## config.mk

```make
export PLATFORM = sky130hd
export DESIGN_NAME = mux_nx1_seq
export DESIGN_NICKNAME = d
export VERILOG_FILES = /design/src/rtl/mux_nx1_seq.sv
export SDC_FILE = /design/constraint.sdc
export NUM_CORES = 1
export LEC_CHECK = 0
export BUFFER_PORTS_ARGS = -buffer_cell sky130_fd_sc_hd__buf_2
export CORE_UTILIZATION = 54
export CTS_CLUSTER_SIZE = 10
export DETAILED_ROUTE_END_ITERATION = 10
export PLACE_DENSITY_LB_ADDON = 0.3
export SETUP_SLACK_MARGIN = 0.4
export SKIP_CTS_REPAIR_TIMING = 1
export SYNTH_ARGS = -nofsm -noshare
export SYNTH_HDL_FRONTEND = slang
export SYNTH_SLANG_ARGS = --single-unit
```

## constraint.sdc

```tcl
create_clock -name CLK -period 2.56 [get_ports CLK]
set_input_delay 0.512 -clock CLK [delete_from_list [all_inputs] [get_ports CLK]]
set_output_delay 0.512 -clock CLK [all_outputs]
set_load 0.1 [all_outputs]
```

## src/rtl/mux_nx1_seq.sv

```systemverilog
// N-channel, W-bit registered selector with handshaked direct capture and
// timed round-robin scan. Define MUX_NX1_SEQ_PARITY_EN to add the OUT_PAR output.
module mux_nx1_seq #(
  parameter int W      = 4,
  parameter int N      = 4,
  parameter int SEL_W  = 2,
  parameter int TICK_W = 4
) (
  input  logic              CLK,
  input  logic              RST_N,
  input  logic              MODE,
  input  logic [SEL_W-1:0]  SEL,
  input  logic [N*W-1:0]    ENT,
  input  logic              LOAD,
  input  logic [TICK_W-1:0] INTERVAL,
  input  logic              STOP,
  input  logic              ACK,
  output logic [W-1:0]      OUT,
  output logic              OUT_VALID,
  output logic [SEL_W-1:0]  CUR_SEL,
  output logic              BUSY,
  output logic              SEL_ERR
`ifdef MUX_NX1_SEQ_PARITY_EN
  ,
  output logic              OUT_PAR
`endif
);

  // Handshake: OUT is offered while OUT_VALID=1. In HOLD, ACK=1 consumes it and
  // returns to IDLE (ACK beats a coincident LOAD). In SCAN, ACK is ignored and
  // the run continues until STOP=1.
  typedef enum logic [1:0] {
    IDLE = 2'd0,
    HOLD = 2'd1,
    SCAN = 2'd2
  } state_t;

  localparam logic [SEL_W:0]   N_EXT    = (SEL_W + 1)'(N);
  localparam logic [SEL_W-1:0] LAST_IDX = SEL_W'(N - 1);

  state_t             state;
  state_t             state_nx;
  logic [TICK_W-1:0]  tick_q;
  logic [TICK_W-1:0]  tick_nx;
  logic [TICK_W-1:0]  intv_q;
  logic [TICK_W-1:0]  intv_nx;
  logic [W-1:0]       out_nx;
  logic               valid_nx;
  logic [SEL_W-1:0]   cur_nx;
  logic               err_nx;
`ifdef MUX_NX1_SEQ_PARITY_EN
  logic               par_nx;
`endif

  logic               sel_ok;
  logic               step_due;
  logic [SEL_W-1:0]   next_idx;
  logic [W-1:0]       sel_word;
  logic [W-1:0]       next_word;
  logic [W-1:0]       ch0_word;

  assign sel_ok   = ({1'b0, SEL} < N_EXT);
  assign step_due = (tick_q == intv_q);
  // Explicit wrap so non-power-of-two N never visits an unused index.
  assign next_idx = (CUR_SEL == LAST_IDX) ? '0 : CUR_SEL + SEL_W'(1);
  assign ch0_word = ENT[W-1:0];

  always_comb begin
    sel_word  = '0;
    next_word = '0;
    for (int k = 0; k < N; k++) begin
      if (SEL == SEL_W'(k))      sel_word  = ENT[k*W +: W];
      if (next_idx == SEL_W'(k)) next_word = ENT[k*W +: W];
    end
  end

  always_comb begin
    state_nx = state;
    tick_nx  = tick_q;
    intv_nx  = intv_q;
    out_nx   = OUT;
    valid_nx = OUT_VALID;
    cur_nx   = CUR_SEL;
    err_nx   = SEL_ERR;
`ifdef MUX_NX1_SEQ_PARITY_EN
    par_nx   = OUT_PAR;
`endif
    case (state)
      IDLE: begin
        if (LOAD) begin
          if (MODE) begin
            intv_nx  = INTERVAL;
            tick_nx  = '0;
            out_nx   = ch0_word;
            cur_nx   = '0;
            valid_nx = 1'b1;
            state_nx = SCAN;
`ifdef MUX_NX1_SEQ_PARITY_EN
            par_nx   = ^ch0_word;
`endif
          end else if (sel_ok) begin
            out_nx   = sel_word;
            cur_nx   = SEL;
            valid_nx = 1'b1;
            state_nx = HOLD;
`ifdef MUX_NX1_SEQ_PARITY_EN
            par_nx   = ^sel_word;
`endif
          end else begin
            out_nx   = '0;
            err_nx   = 1'b1;
`ifdef MUX_NX1_SEQ_PARITY_EN
            par_nx   = 1'b0;
`endif
          end
        end
      end
      HOLD: begin
        if (ACK) begin
          valid_nx = 1'b0;
          state_nx = IDLE;
        end
      end
      SCAN: begin
        // STOP takes priority over a step falling on the same cycle.
        if (STOP) begin
          valid_nx = 1'b0;
          state_nx = IDLE;
        end else if (step_due) begin
          tick_nx = '0;
          cur_nx  = next_idx;
          out_nx  = next_word;
`ifdef MUX_NX1_SEQ_PARITY_EN
          par_nx  = ^next_word;
`endif
        end else begin
          tick_nx = tick_q + TICK_W'(1);
        end
      end
      default: begin
        valid_nx = 1'b0;
        state_nx = IDLE;
      end
    endcase
  end

  always_ff @(posedge CLK or negedge RST_N) begin
    if (!RST_N) begin
      state     <= IDLE;
      tick_q    <= '0;
      intv_q    <= '0;
      OUT       <= '0;
      OUT_VALID <= 1'b0;
      CUR_SEL   <= '0;
      SEL_ERR   <= 1'b0;
`ifdef MUX_NX1_SEQ_PARITY_EN
      OUT_PAR   <= 1'b0;
`endif
    end else begin
      state     <= state_nx;
      tick_q    <= tick_nx;
      intv_q    <= intv_nx;
      OUT       <= out_nx;
      OUT_VALID <= valid_nx;
      CUR_SEL   <= cur_nx;
      SEL_ERR   <= err_nx;
`ifdef MUX_NX1_SEQ_PARITY_EN
      OUT_PAR   <= par_nx;
`endif
    end
  end

  assign BUSY = (state != IDLE);

endmodule

```

[Word-level counts from Yosys, hierarchy flattened]
Cells that the tools add are included.
Storage, ports and cells
  register bits after elaboration: 17
  output and inout port bits: 9
Operators by class
  $add $sub $neg: 2
  equal/unequal tests: 16
  mux-type cells: 33
  reductions and logical operators: 9
Operator list (number)
  $mux W4: 16
  $mux W2: 9
  $pmux W4 S2: 2
  $eq A2 B2 Y1 const B: 6
  $ne A2 B2 Y1 const B: 6
  $reduce_and A4 Y1: 2
  $eq A2 B1 Y1 const B: 3
  $logic_not A2 Y1: 3
  $pmux W2 S3: 1
  $reduce_and A3 Y1: 2
  $add A4 B1 Y4 const B: 1
  $eq A4 B4 Y1: 1
  $pmux W2 S2: 1
  $reduce_bool A2 Y1: 2
  $mux W1: 3
  $pmux W1 S3: 1
  $add A2 B1 Y2 const B: 1

[Depth between registers and ports, before layout]
  word-level depth: 10
  depth in mapped cells: 6
  gate-level depth less buffers: 6

[Worst setup path after synthesis]
OpenSTA, ideal clock, no wires.
  path kind: register -> register
  start point: register CUR_SEL[0]
  end point: register OUT[1]
  library setup time: 0.128 ns
  arrival time: 2.263 ns
  slack: 0.169 ns
  stages on the path, launching flop included: 7
  buffers on the path: 0
  clock period less this slack: 2.391 ns
  path through: dfrtp_1 inv_1 ha_1 and3b_1 a2111oi_0 o32ai_1 mux2_1
Between the ends
  word-level cells in the longest chain between the ends: 10
  elaborated cells between the ends (all ways): 14
  classes of those cells: 1 x add/sub; 4 x eq/ne; 8 x mux; 1 x reduce/logical
Ends and longest elaborated chain
  from (decl): line 20  | output logic [SEL_W-1:0] CUR_SEL,
  from (signal assigned): line 165  | CUR_SEL <= cur_nx;
  $add A2 B1 Y2 / $eq A2 B2 Y1 (equally long branches): line 65  | assign next_idx = (CUR_SEL == LAST_IDX) ? '0 : CUR_SEL + SEL_W'(1);
  $mux W2 *: line 65
  $logic_not A2 Y1: line 73  | if (next_idx == SEL_W'(k)) next_word = ENT[k*W +: W];
  $mux W4 (3 in series): line 73
  $mux W4 *: line 73
  $mux W4 *: line 129  | end else if (step_due) begin
  $mux W4 *: line 126  | if (STOP) begin
  $pmux W4 S2 *: line 88  | case (state)
  to (signal assigned): line 163  | OUT <= out_nx;
  to (decl): line 18  | output logic [W-1:0] OUT,
Every way passes the cells marked *; elsewhere a longest branch is shown, timed or not. The select of a mux whose other input is x is not followed.
A chain may end at the register's enable or synchronous reset.

[Final worst setup path]
  start point: register state[1]
  end point: output port BUSY
Between the ends
  word-level cells in the longest chain between the ends: 1
Ends and longest elaborated chain
  from (decl): line 41  | state_t state;
  from (signal assigned): line 160  | state <= state_nx;
  $reduce_bool A2 Y1: line 173  | assign BUSY = (state != IDLE);
  to (decl): line 21  | output logic BUSY,
Every way passes these cells.

==> results.tsv <==
stage	metric	value	unit
outcome	result_of_the_run	finished clean	
power	netSwitchingPower	0.788	mW
worst_setup_path	critical_path.endpoint	BUSY	
detailed_routing	post_route_wl	2790	um
sta	rsz_0062_raised_after_global_routing	false	
worst_setup_path	cp_data_required_time	2050	ps
layout	insertedDiodeCount	0	
detailed_routing	average_wire_per_standard_cell	15.6	um
logic_synthesis	postSynth.topFlopCell	sky130_fd_sc_hd__dfrtp_1	
clocking	cts_tree	yes	
logic_synthesis	fraction_of_the_yosys_area_taken_by_sequential_cells	34.8	%
layout	nNetsFinal	186	
clocking	ctsHtreeMaxLevel	1	
logic_synthesis	postSynthRegisterBits	17	
layout	area.sequential	428	sq um
worst_setup_path	worstReg2RegEnd	OUT[1]$_DFFE_PN0P_	
detailed_routing	post_drt_via_cell_ratio	6.19	
layout	multiInputGateArea	718	sq um
worst_setup_path	crit_path_end_kind	primary output	
floorplanning	number_of_top_level_design_ports	37	
detailed_routing	met2WireLength	1450	um
sta	hold_viol	0	
floorplanning	placementRows	16	
power	clock_power_share	10.3	%
worst_setup_path	regToRegStartpoint	CUR_SEL[0]$_DFFE_PN0P_	
worst_setup_path	worstSetupPathType	flop to primary output	
grt	antenna_found_initial	0	
worst_setup_path	crit_path_start_kind	flop	
layout	areaGrowthSynthToFinish	15.6	%
power	total_leakage_power	0.674	nW
logic_synthesis	netlist_top_cells_area	sky130_fd_sc_hd__dfrtp_1 (35%), sky130_fd_sc_hd__mux4_2 (5.5%), sky130_fd_sc_hd__ha_1 (5.1%)	
worst_hold_path	holdCritPathClass	input pin to asynchronous set/reset pin	
logic_synthesis	synth_enable_flop_cells	0	
detailed_routing	post_route_m1_wl	1140	um
placed_design	port-buffer-count	35	
floorplanning	initial_utilization	59.9	%
worst_setup_path	critical_path.slowest_cell	sky130_fd_sc_hd__dfrtp_1	
worst_setup_path	worst_ep_arrival_time	1370	ps
worst_setup_path	worstSetupPathDepth	3	
detailed_routing	vias	1108	
detailed_routing	drc_errors	0	
detailed_routing	drt_iter0_markers	38	
layout	most-common-layout-cells	sky130_fd_sc_hd__buf_2 (35), sky130_fd_sc_hd__dfrtp_1 (15), sky130_fd_sc_hd__nand3_1 (9), sky130_fd_sc_hd__inv_1 (8), sky130_fd_sc_hd__nand2_1 (6)	
clocking	worst_setup_hold_path_clk_slew	110	ps
detailed_routing	maxUsedRoutingLayer	met4	
sta	timing_max_transition_violations_final	0	
grt	vias_in_the_first_global_route	1081	
sta	setup_viol_count_final	0	
placed_design	gp_congestion	0.878	
floorplanning	fp.dieArea	2460	sq um
clocking	clockBufferDepth	2	
power	vdd_drop_max	0.850	mV
sta	setup_total_negative_slack	0	ps
worst_setup_path	timing.critical_path.from	state[1]$_DFFE_PN0P_	
logic_synthesis	mappedNetlistArea	1220	sq um
power	combinationalPowerShare	60.6	%
logic_synthesis	netlist.top_cell.by_area	sky130_fd_sc_hd__dfrtp_1	
power	report.power.total	1.45	mW
sta	timing.fmax	0.531	GHz
sta	layout_min_cycle_time	1880	ps
sta	fin_worst_hold_slack	111	ps
sta	finalClockSkew	5.97	ps
grt	grt_max_degree	18	
logic_synthesis	syn_nets	153	
worst_setup_path	crit_buf_inv	2	
run	timing.max_cap.violations	0	
power	p_seq_share	29.1	%
logic_synthesis	syn-mean-instance-area	10.2	sq um
placed_design	hpwl	2230	um
grt	grt_pass1_wl	4750	um
sta	fin_crit_sh	73.5	%
detailed_routing	antenna_violating_nets_post_route	0	
layout	final_common_cell	sky130_fd_sc_hd__buf_2	
logic_synthesis	synth.top_cell.area_share	34.8	%
worst_setup_path	crit_fanout	8	
clocking	clk_root_buffer_cell	sky130_fd_sc_hd__clkbuf_4	
clocking	clock_latency_on_the_worst_skew_pair	300	ps
logic_synthesis	synth.distinct_cells	44	
worst_setup_path	gate_family_responsible_for_the_most_delay_along_the_worst_path	flip-flops	
detailed_routing	drtPass1Iterations	4	
logic_synthesis	share_of_flip_flops_with_an_asynchronous_set_or_reset	100	%
floorplanning	die_y	49.6	um
power	switching_part_of_the_total	54.5	%
floorplanning	width_of_the_chip	49.6	um
worst_setup_path	ff2ff_path_depth	6	
layout	final_layout_size_suffix_gt1_share	35.5	%
detailed_routing	met3_routed_wirelength	168	um
power	p_int	0.659	mW
clocking	cts_num_sinks	17	
logic_synthesis	synthesis.yosys.warnings	0	
layout	fill_cells	179	
grt	globalRouteTotalUtil	25.8	%
worst_setup_path	timing.reg2reg.setup_slack	700	ps
worst_setup_path	crit_chain	nor2_1 > inv_1 > buf_2	
power	power.density	1020	nW/um^2
clocking	num_cts_buffers	3	
worst_setup_path	worst_path_largest_cell_delay	490	ps
logic_synthesis	post_synth_inst_count	120	
floorplanning	placeableCoreArea	2040	sq um
grt	globalRouteOverflowTotal	0	
[synth_stat cells, drive strengths merged (2+ instances only)]
| library cell | instances |
|---|---|
| a21oi | 2 |
| mux2i | 2 |
| o21ai | 4 |
| ha | 5 |
| nand2b | 5 |
| xnor2 | 4 |
| a2111oi | 3 |
| o211ai | 3 |
| a221oi | 3 |
| o221ai | 3 |
| inv | 8 |
| nor2 | 4 |
| nor2b | 4 |
| mux2 | 9 |
| nand3 | 9 |
| dfrtp | 17 |
| a21o | 2 |
| buf | 6 |
| mux4 | 3 |
| nand2 | 6 |
[logic make-up after synthesis]
logic type / Yosys count / synth area share [%]
flops: 17 / 34.8
buf+inv: 15 / 6.45
fa+ha+maj: 5 / 5.12
compound gates: 28 / 17.1
simple gates: 36 / 16.1
mux: 14 / 16.7
xor+xnor: 4 / 3.48
other cells: 1 / 0.307
[registers in the layout, summed over array words and instances (netlist names)]
signal / flops
intv_q: 4
OUT: 4
CUR_SEL: 2
state: 2
tick_q: 4
OUT_VALID: 1
[stage by stage]
stage	setup slack (ps)	instance area [sq um]	cells	utilization, %
6_report	678	1410	179	69.2
5_1_grt	553	1410	179	69.2
4_1_cts	675	1410	179	69.2
3_5_place_dp	712	1390	175	67.8
3_3_place_gp	786	1390	175	67.8
2_1_floorplan	492	1220	120	-
[worst register-to-register path, stage by stage (launching register included)]
cell and delay, ps:
sky130_fd_sc_hd__dfrtp_2 450, sky130_fd_sc_hd__inv_1 110, sky130_fd_sc_hd__ha_1 290, sky130_fd_sc_hd__nor4bb_1 90, sky130_fd_sc_hd__a2111oi_0 350, sky130_fd_sc_hd__o32ai_1 160, sky130_fd_sc_hd__mux2_1 300
[metal layers]
| metal | vias to the layer above | global-route usage [%] |
|---|---|---|
| li1 | 518 | - |
| met3 | 5 | 2.78 |
| met4 | 0 | 10.0 |
| met1 | 532 | 33.1 |
| met5 | - | 0 |
| met2 | 53 | 44.1 |
[final cells by class]
class | count | share of cell area (%)
Clock inverter | 1 | 0.354
Tap cell | 27 | 2.39
Multi-Input combinational cell | 88 | 50.8
Inverter | 8 | 2.13
Clock buffer | 3 | 1.59
Timing Repair Buffer | 35 | 12.4
Sequential cell | 17 | 30.3
[worst min path at each step]
stage / from / end / slack, ps / cells past startpoint
6_report: RST_N / OUT[0]$_DFFE_PN0P_ / 110 / 1
5_1_grt: RST_N / OUT[0]$_DFFE_PN0P_ / 140 / 1
4_1_cts: RST_N / OUT[0]$_DFFE_PN0P_ / 130 / 1
3_5_place_dp: RST_N / OUT[0]$_DFFE_PN0P_ / 460 / 1
3_3_place_gp: RST_N / OUT[0]$_DFFE_PN0P_ / 450 / 1
2_1_floorplan: RST_N / CUR_SEL[0]$_DFFE_PN0P_ / 220 / 0
[power by group through the flow]
stage | registers, mW | clock network [mW] | logic [mW]
finish | 0.420 | 0.149 | 0.877
global route | 0.434 | 0.161 | 0.929
CTS | 0.422 | 0.152 | 0.875
detailed placement | 0.427 | 0 | 0.872
global placement | 0.421 | 0 | 0.845
floorplan | 0.768 | 0 | 0.373
No activity file was read; power rests on OpenSTA's default activity.
